==> src/rtl/pipo_write_arbiter.sv <==
// Round-robin write arbiter and load sequencer for a shared WIDTH-bit PIPO register.
// One transfer takes three cycles: IDLE (arbitrate) -> GRANT (load) -> ACK (complete).
module pipo_write_arbiter #(
    parameter  int WIDTH = 4,
    parameter  int NREQ  = 4,
    localparam int IW    = $clog2(NREQ)
) (
    input  logic                  clk,
    input  logic                  rst,
    input  logic [NREQ-1:0]       req,
    input  logic [NREQ*WIDTH-1:0] din,
    output logic [NREQ-1:0]       gnt,
    output logic [NREQ-1:0]       ack,
    output logic [WIDTH-1:0]      q,
    output logic [IW-1:0]         owner,
    output logic                  busy,
    output logic [7:0]            load_cnt
);

    typedef enum logic [1:0] {IDLE, GRANT, ACK} state_t;

    state_t        state, state_nxt;
    logic [IW-1:0] ptr, win, sel;
    logic          any;
    int            idx;

    // First requesting index at or after ptr, wrapping; ptr holds last winner + 1.
    always_comb begin
        sel = '0;
        any = 1'b0;
        idx = 0;
        for (int k = 0; k < NREQ; k++) begin
            idx = int'(ptr) + k;
            if (idx >= NREQ) idx = idx - NREQ;
            if (!any && req[idx]) begin
                any = 1'b1;
                sel = IW'(idx);
            end
        end
    end

    always_comb begin
        state_nxt = state;
        case (state)
            IDLE:    if (any) state_nxt = GRANT;
            GRANT:   state_nxt = ACK;
            ACK:     state_nxt = IDLE;
            default: state_nxt = IDLE;
        endcase
    end

    always_ff @(posedge clk or negedge rst) begin
        if (!rst) state <= IDLE;
        else      state <= state_nxt;
    end

    always_ff @(posedge clk or negedge rst) begin
        if (!rst) begin
            gnt      <= '0;
            ack      <= '0;
            q        <= '0;
            owner    <= '0;
            load_cnt <= '0;
            ptr      <= '0;
            win      <= '0;
        end else begin
            case (state)
                IDLE: begin
                    if (any) begin
                        gnt <= NREQ'(1) << sel;
                        win <= sel;
                    end
                end
                // Load is committed here regardless of req[win] dropping.
                GRANT: begin
                    q        <= din[win*WIDTH +: WIDTH];
                    owner    <= win;
                    load_cnt <= load_cnt + 8'd1;
                    ack      <= NREQ'(1) << win;
                end
                ACK: begin
                    gnt <= '0;
                    ack <= '0;
                    ptr <= (win == IW'(NREQ-1)) ? '0 : win + IW'(1);
                end
                default: begin
                    gnt <= '0;
                    ack <= '0;
                end
            endcase
        end
    end

    assign busy = (state != IDLE);

endmodule

==> config.mk <==
export PLATFORM = sky130hd
export DESIGN_NAME = pipo_write_arbiter
export DESIGN_NICKNAME = d
export VERILOG_FILES = /design/src/rtl/pipo_write_arbiter.sv
export SDC_FILE = /design/constraint.sdc
export NUM_CORES = 1
export LEC_CHECK = 0
export BUFFER_PORTS_ARGS = -buffer_cell sky130_fd_sc_hd__buf_2
export CAP_MARGIN = 20
export CELL_PAD_IN_SITES_DETAIL_PLACEMENT = 1
export CELL_PAD_IN_SITES_GLOBAL_PLACEMENT = 1
export CORE_MARGIN = 4
export CORE_UTILIZATION = 38
export DETAILED_ROUTE_END_ITERATION = 10
export PLACE_DENSITY_LB_ADDON = 0.1
export SLEW_MARGIN = 0
export SYNTH_ARGS = -nofsm -noshare
export SYNTH_HDL_FRONTEND = slang
export SYNTH_SLANG_ARGS = --single-unit
==> constraint.sdc <==
create_clock -name clk -period 1.6 [get_ports clk]
set_input_delay 0.16 -clock clk [delete_from_list [all_inputs] [get_ports clk]]
set_output_delay 0.16 -clock clk [all_outputs]
set_load 0.01 [all_outputs]
======== Word-level counts from Yosys, hierarchy flattened ========
Index checks and enable logic that the tools add are counted.
Widths: inputs -> output; s select.
storage, ports and cells
  bits in registers ....................... 28
  output and inout port bits .............. 23
  word-level logic and storage cells ...... 73
cells by class
  add/subtract/negate cells ............... 9
  $lt $le $gt $ge ......................... 8
  equality and inequality tests ........... 4
  shift operators ......................... 3
  mux-type cells .......................... 30
  bitwise logic cells ..................... 1
  reductions and logical operators ........ 10
operator list
  kind                 number
  $lt 32x4->1 const B  4
  $mux 32              4
  $pmux 4 s2           2
  $shiftx 16x5->4      1
  $mux 1               12
  $mux 2               6
  $sub 3x3->4 const B  3
  $ge 3x3->1 const B   3
  $add 8x1->8 const B  1
  $bmux 1 s2           4
  $shl 1x2->4 const A  2
  $add 2x2->3 const B  2
  $eq 2x2->1 const B   2
  $mux 4               1
  $pmux 2 s2           1
  $reduce_and 2->1     2
  $sub 2x3->4 const B  1
  $add 2x1->3 const B  1
  $ge 2x3->1 const B   1
  $logic_and 1x1->1    3
  $logic_not 1->1      3
  $add 2x1->2 const B  1
  $eq 2x1->1 const B   1
  $logic_not 2->1      1
  other kinds (3)      3

======== Depth between registers and ports, before layout ========
Gate-level depths: netlist of the first run.
  depth in word-level cells ............... 18
  mapped depth ............................ 6
  mapped depth without buffers ............ 4

======== Worst setup path after synthesis of the first run ========
No wires, ideal clock.
  kind .................................... register -> register
  start point ............................. register state[0]
  end point ............................... register gnt[0]
  arrival ................................. 1330 ps
  path slack .............................. 170 ps
  stages on the path, launching flop included .. 6
  path buffers ............................ 2
  clock period less this slack ............ 1430 ps
  path through ............................ dfrtp_1 > buf_6 > or2_4 > or2_1 > buf_6 > o32ai_1
on the way
  cells in the longest elaborated chain, start to end .. 3
  elaborated cells between the ends (all ways) .. 6
  those cells by class .................... 2 x eq/ne; 1 x mux; 1 x bitwise; 2 x reduce/logical
RTL lines
  element                                                          line  text
  from (decl)                                                      22    state_t state, state_nxt;
  from (signal assigned)                                           54    else state <= state_nxt;
  $logic_not 2->1 / $eq 2x1->1 (equally long branches)             67    case (state)
  $ne 2x2->1 (no source line) / $not 1->1 (equally long branches)  n/a
  $reduce_and 2->1 (no source line)                                n/a
  to (signal assigned)                                             70    gnt <= NREQ'(1) << sel;
  to (decl)                                                        12    output logic [NREQ-1:0] gnt,
Several ways; a longest one is shown, not always the timed one.
A chain may end at the register's enable or synchronous reset.

======== Worst setup path after layout of the first run ========
  start point ............................. register ptr[1]
  end point ............................... register gnt[3]
on the way
  cells in the longest elaborated chain, start to end .. 18
  elaborated cells between the ends (all ways) .. 46
  those cells by class .................... 7 x add/sub; 4 x order compare; 1 x eq/ne; 1 x shift; 26 x mux; 7 x reduce/logical
RTL lines
  element                                               line  text
  from (decl)                                           23    logic [IW-1:0] ptr, win, sel;
  from (signal assigned)                                84    ptr <= (win == IW'(NREQ-1)) ? '0 : win + IW'(1);
  branches (longest 18 deep; another with $sub 3x3->4)  n/a
Parallel ways; which one is timed is not known. The select of a mux whose other input is x is not followed.

==> impl_metrics.py, run 1 <==
metrics = {
    "outcome": {
        "status": "finished, final reports clean",
    },
    "placement": {
        "gp_congestion": 0.742,
        "dpl.hpwl_um": 2450,
        "portBuffers": 44,
    },
    "flow_run": {
        "cap_violations": 0,
    },
    "yosys": {
        "syn-cell-area_um2": 1370,
        "synth_area_leader_cell": "dfrtp_1",
        "synthDominantCellAreaShare": 0.512,
        "netlist_instances": 109,
        "synth-edff-count": 0,
        "synth-main-ff-cell": "dfrtp_1",
        "avgSynthCellArea_um2": 12.5,
        "ys_top_cells_by_area": "dfrtp_1, mux2_2, mux4_2",
        "syn_nets": 136,
        "seq_area_frac_synth": 0.512,
        "ys_seq_elements": 28,
        "synth_warnings": 0,
        "synthDistinctLibCells": 29,
        "async_flop_share": 1.00,
    },
    "clocking": {
        "cts_buffer_depth": 2,
        "cts_buffers": 3,
        "worstSkewPairLatency_ns": 0.33,
        "cts_tree": "done",
        "clk_root_buffer_cell": "clkbuf_4",
        "cts_sinks": 28,
        "path_clk_slew_ns": 0.15,
        "h-tree-depth": 1,
    },
    "global_route": {
        "grt_start_max_net_pins": 29,
        "first_global_vias": 1095,
        "overflow": 0,
        "gr-usage-all-layers": 0.156,
        "antenna_found_initial": 0,
        "grt_pass1_wl_um": 5340,
    },
    "routing": {
        "detail_route.first_pass.iterations": 4,
        "drt-initial-drc-count": 26,
        "drt_wl_total_um": 3190,
        "via_count": 1024,
        "routed_via_density": 5.07,
        "routedWlPerCell_um": 15.8,
        "wl_met1_um": 1360,
        "wl_met2_um": 1620,
        "top_layer": "met4",
        "remaining_drc_errors": 0,
        "wl_met3_um": 189,
        "antenna_left": 0,
    },
    "timing": {
        "setup-violations-final": 0,
        "final-hold-violation-count": 0,
        "holdWs_ns": 0.266,
        "max_freq_mhz": 702,
        "tightest_slew_ns": 0.616,
        "finalClockSkew_ns": 0.00699,
        "rsz0062_at_grt": "false",
        "final_max_slew_viol_count": 0,
        "fin_crit_ns": 1.42,
        "maxSlewHeadroom": 0.589,
        "fin_crit_sh": 0.891,
        "setup_tns_ns": 0,
    },
    "power": {
        "p_seq_frac": 0.422,
        "powerDensity_nw_per_um2": 1880,
        "netSwitchingPower_uw": 1240,
        "swShare": 0.391,
        "vdd_drop_max_mv": 0.730,
        "intPower_uw": 1930,
        "p_leak_uw": 0.000822,
        "p_clk_frac": 0.110,
        "p_comb_frac": 0.468,
    },
    "min_path": {
        "worstHoldPathType": "input pin to flip-flop",
    },
    "cells_and_area": {
        "nets": 184,
        "mostFrequentLayoutCell": "buf_2",
        "mostFrequentLayoutCells": "buf_2, dfrtp_1, mux2_2, nand2b_1",
        "layout-drive-gt1-share": 0.417,
        "area_growth_pct": 22.8,
        "diodes": 0,
    },
    "worst_setup_path": {
        "crit_path_max_incr_delay_ns": 0.50,
        "cp-end-kind": "flip-flop",
        "crit_chain": "a21oi_1 > o32ai_1 > o32ai_1",
        "cp_data_arrival_time_ns": 1.64,
        "crit_top_cell": "o32ai_1",
        "cp-start-kind": "flip-flop",
        "cp_max_fo": 7,
        "critical_path_required_ns": 1.82,
        "cpMaxStageDelayCell": "dfrtp_1",
        "crit_type": "flip-flop to flip-flop",
    },
    "floorplan": {
        "ios": 45,
        "dieArea_um2": 4620,
        "die_h_um": 68.0,
        "fp.coreArea_um2": 3420,
        "rows": 21,
        "fp.dieW_um": 68.0,
        "initial_core_util": 0.400,
    },
}
layout make-up:
| class | instances | area (µm²) |
|---|---|---|
| Fill cell | 389 | 1740 |
| Sequential cell | 28 | 702 |
| Multi-Input combinational cell | 72 | 616 |
| Timing Repair Buffer | 48 | 253 |
| Tap cell | 46 | 57.6 |
| Clock buffer | 4 | 36.3 |
| Inverter | 4 | 15.0 |
metrics by stage:
| stage | setup WS (ns) | util | instances | area, µm² | power (µW) |
|---|---|---|---|---|---|
| after floorplan | 0.170 | - | 109 | 1370 | 2320 |
| after global placement | 0.0688 | 0.478 | 197 | 1630 | 2780 |
| after detailed placement | 0.0281 | 0.478 | 197 | 1630 | 2850 |
| after CTS | 0.0199 | 0.491 | 202 | 1680 | 3220 |
| after global routing | 0.0462 | 0.492 | 202 | 1680 | 3450 |
| final | 0.175 | 0.492 | 202 | 1680 | 3160 |
power by group through the flow:
stage	clock, µW	sequential, µW	combinational (µW)
after global routing	400	1410	1640
after global placement	0	1330	1450
after detailed placement	0	1360	1490
after CTS	368	1340	1510
after floorplan	0	1370	952
final	347	1340	1480
path summary, 6_finish.rpt:
path	slack, ns	startpoint	cells past startpoint	endpoint
max in group asynchronous	0.79	rst	2	win[0]
setup / recovery	0.18	ptr[1]	3	gnt[3]
hold reg to reg	0.50	load_cnt[5]	1	load_cnt[5]
setup reg to reg	0.18	ptr[1]	3	gnt[3]
min in group asynchronous	0.37	rst	2	gnt[1]
hold / removal	0.27	din[11]	3	q[3]
Yosys cell counts, types with 3 or more instances:
master / instances
dfrtp_1: 28
mux2_2: 8
nand2b_1: 7
nand2_1: 6
nor2_1: 6
xnor2_1: 6
ha_1: 5
o32ai_1: 5
inv_1: 4
mux2i_1: 4
mux4_2: 4
nand4_1: 3
nor2b_1: 3
flip-flops by register name (all words and copies together), names as in the netlist:
signal / count
gnt: 4
ptr: 2
state: 2
ack: 4
q: 4
owner: 2
win: 2
load_cnt: 8
logic make-up (layout without fill, tap and decap cells):
group / Yosys count / in the layout / synth area share
mux: 16 / 16 / 0.161
flops: 28 / 28 / 0.512
xor+xnor: 7 / 7 / 0.0448
buf+inv: 9 / 56 / 0.0375
simple gates: 30 / 30 / 0.120
compound gates: 14 / 14 / 0.0787
fa+ha+maj: 5 / 5 / 0.0457
worst max-delay path, delay by kind of cell (launching register included):
family,cells,cell delay (ns)
compound gates,3,0.81
flops,1,0.50
metal layers:
layer,track usage,vias to the layer above
met5,0,-
met4,0.0298,0
met3,0.0345,2
met2,0.279,35
met1,0.193,503
li1,-,484
what timing repair did:
item | in CTS | in global routing
resized for setup | 0 | 1
hold buffers | 1 | 0
buffers inserted | 0 | 0
hold endpoints to repair | 28 | 0
endpoints found under the setup margin | 0 | 4
No activity file was read; power rests on OpenSTA's default activity.
==> run 2, diff against run 1 <==
--- a/config.mk
+++ b/config.mk
@@ -12,6 +12,7 @@
 export CORE_MARGIN = 4
 export CORE_UTILIZATION = 38
 export DETAILED_ROUTE_END_ITERATION = 10
+export GPL_TIMING_DRIVEN = 0
 export PLACE_DENSITY_LB_ADDON = 0.1
 export SLEW_MARGIN = 0
 export SYNTH_ARGS = -nofsm -noshare
==> impl_metrics.py, run 2 (synthesis results as in run 1) <==
metrics = {
    "clocking": {
        "cts_sinks": 28,
        "cts_buffer_depth": 2,
        "path_clk_slew_ns": 0.15,
        "clk_root_buffer_cell": "clkbuf_4",
        "h-tree-depth": 1,
        "worstSkewPairLatency_ns": 0.34,
        "cts_setup_buffers": 0,
        "cts_buffers": 3,
        "cts_tree": "done",
    },
    "global_route": {
        "first_global_vias": 1120,
        "grt_start_max_net_pins": 29,
        "overflow": 0,
        "antenna_found_initial": 0,
        "gr-usage-all-layers": 0.154,
        "grt_pass1_wl_um": 5270,
    },
    "worst_setup_path": {
        "r2r_slack_ns": 0.07,
        "cp_data_arrival_time_ns": 1.79,
        "reg2regPathDepth": 5,
        "reg2reg_to": "gnt[3]",
        "cpMaxStageDelayCell": "dfrtp_1",
        "cp_max_fo": 9,
        "reg2reg_from": "state[0]",
        "crit_chain": "buf_6 > or2_4 > or2_1 > buf_6 > o32ai_1",
        "critical_path_required_ns": 1.85,
        "cp-end-kind": "flip-flop",
        "crit_top_cell": "buf_6",
        "crit_type": "flip-flop to flip-flop",
        "cp-start-kind": "flip-flop",
        "crit_path_max_incr_delay_ns": 0.40,
    },
    "routing": {
        "routedWlPerCell_um": 15.5,
        "drt_wl_total_um": 3170,
        "detail_route.first_pass.iterations": 4,
        "remaining_drc_errors": 0,
        "routed_via_density": 5.08,
        "antenna_left": 0,
        "via_count": 1037,
        "drt-initial-drc-count": 22,
    },
    "timing": {
        "setup_ws_ns": 0.0651,
        "final-hold-violation-count": 0,
        "rsz0062_at_grt": "true",
        "setup-violations-final": 0,
        "finalClockSkew_ns": 0.00201,
        "maxSlewHeadroom": 0.581,
        "max_freq_mhz": 652,
        "fin_crit_sh": 0.959,
        "final_max_slew_viol_count": 0,
        "fin_crit_ns": 1.53,
        "tightest_slew_ns": 0.628,
    },
    "floorplan": {
        "rows": 21,
        "ios": 45,
        "fp.coreArea_um2": 3420,
        "initial_core_util": 0.400,
        "die_h_um": 68.0,
        "dieArea_um2": 4620,
        "fp.dieW_um": 68.0,
    },
    "cells_and_area": {
        "largest_reg_flops": 8,
        "final-seq-area_um2": 701,
        "area_growth_pct": 27.0,
        "layout-drive-gt1-share": 0.437,
        "top_register": "load_cnt",
        "final-instance-count-excl-fill": 204,
        "mostFrequentLayoutCell": "buf_2",
        "multi_input_area_um2": 638,
        "diodes": 0,
        "nets": 186,
        "n_fill_cell": 394,
        "mostFrequentLayoutCells": "buf_2, dfrtp_1, mux2_2, nand2b_1",
    },
    "min_path": {
        "worstHoldPathType": "input pin to flip-flop",
        "min_from": "din[3]",
        "worst_hold_path.endpoint": "q[3]",
        "holdPathStages": 3,
    },
    "power": {
        "p_leak_uw": 0.000846,
        "powerDensity_nw_per_um2": 1960,
        "vdd_drop_max_mv": 0.779,
    },
    "flow_run": {
        "cap_violations": 0,
    },
    "placement": {
        "dpl.hpwl_um": 2390,
        "post-place-ws_ns": -0.0162,
        "portBuffers": 44,
        "placed_cells_incl_taps": 199,
        "gp_congestion": 0.745,
    },
    "outcome": {
        "status": "finished, final reports clean",
    },
}
## run 2: report_power, final
| group | leakage (µW) | internal [µW] | switching [µW] |
|---|---|---|---|
| logic | 0.000465 | 833 | 799 |
| registers | 0.000353 | 1020 | 279 |
| clock network | 0.0000279 | 254 | 220 |
| total | 0.000846 | 2110 | 1300 |
## run 2: cell type report
type	instances	area share
clock inverters	1	0.0173
inverters	4	0.00865
repair buffers	45	0.133
clock buffers	3	0.0130
flip-flops and latches	28	0.403
well taps	46	0.0331
multi-input cells	72	0.367
plain buffers	5	0.0245
## run 2: stage by stage
| step | area [µm²] | utilization | power (µW) | hold WS (ns) | setup TNS (ns) |
|---|---|---|---|---|---|
| after global placement | 1650 | 0.482 | 2810 | 0.215 | 0 |
| after global routing | 1740 | 0.508 | 3680 | 0.247 | -0.0477 |
| after detailed placement | 1650 | 0.482 | 2910 | 0.216 | -0.0418 |
| final | 1740 | 0.508 | 3400 | 0.249 | 0 |
| after CTS | 1710 | 0.501 | 3400 | 0.238 | 0 |
| after floorplan | 1370 | - | 2320 | -0.136 | 0 |
## run 2: worst max-delay path, delay by kind of cell, from the launching register on
| kind | cells | cell delay [ns] |
|---|---|---|
| AO/OA/AOI/OAI | 1 | 0.26 |
| AND/OR/NAND/NOR | 2 | 0.49 |
| flip-flops | 1 | 0.40 |
| buffers and inverters | 2 | 0.28 |
## run 2: metal layers
metal / wire length (µm) / track usage
met3: 190 / 0.0427
met1: 1390 / 0.186
met5: 0 / 0
met2: 1560 / 0.271
met4: 31 / 0.0372
## run 2: what timing repair did
action | CTS | global route
gates resized for setup | 1 | 6
hold buffers | 1 | 0
endpoints found under the hold margin | 28 | 0
setup endpoints to repair | 6 | 11
## run 2: worst max-delay path by stage
stage,start,endpoint,slack (ns)
after global placement,state[1],q[0],0.04
final,state[0],gnt[3],0.07
after floorplan,state[0],gnt[0],0.17
after CTS,win[0],q[2],0.03
after detailed placement,state[1],owner[0],-0.02
after global routing,state[0],gnt[3],-0.02
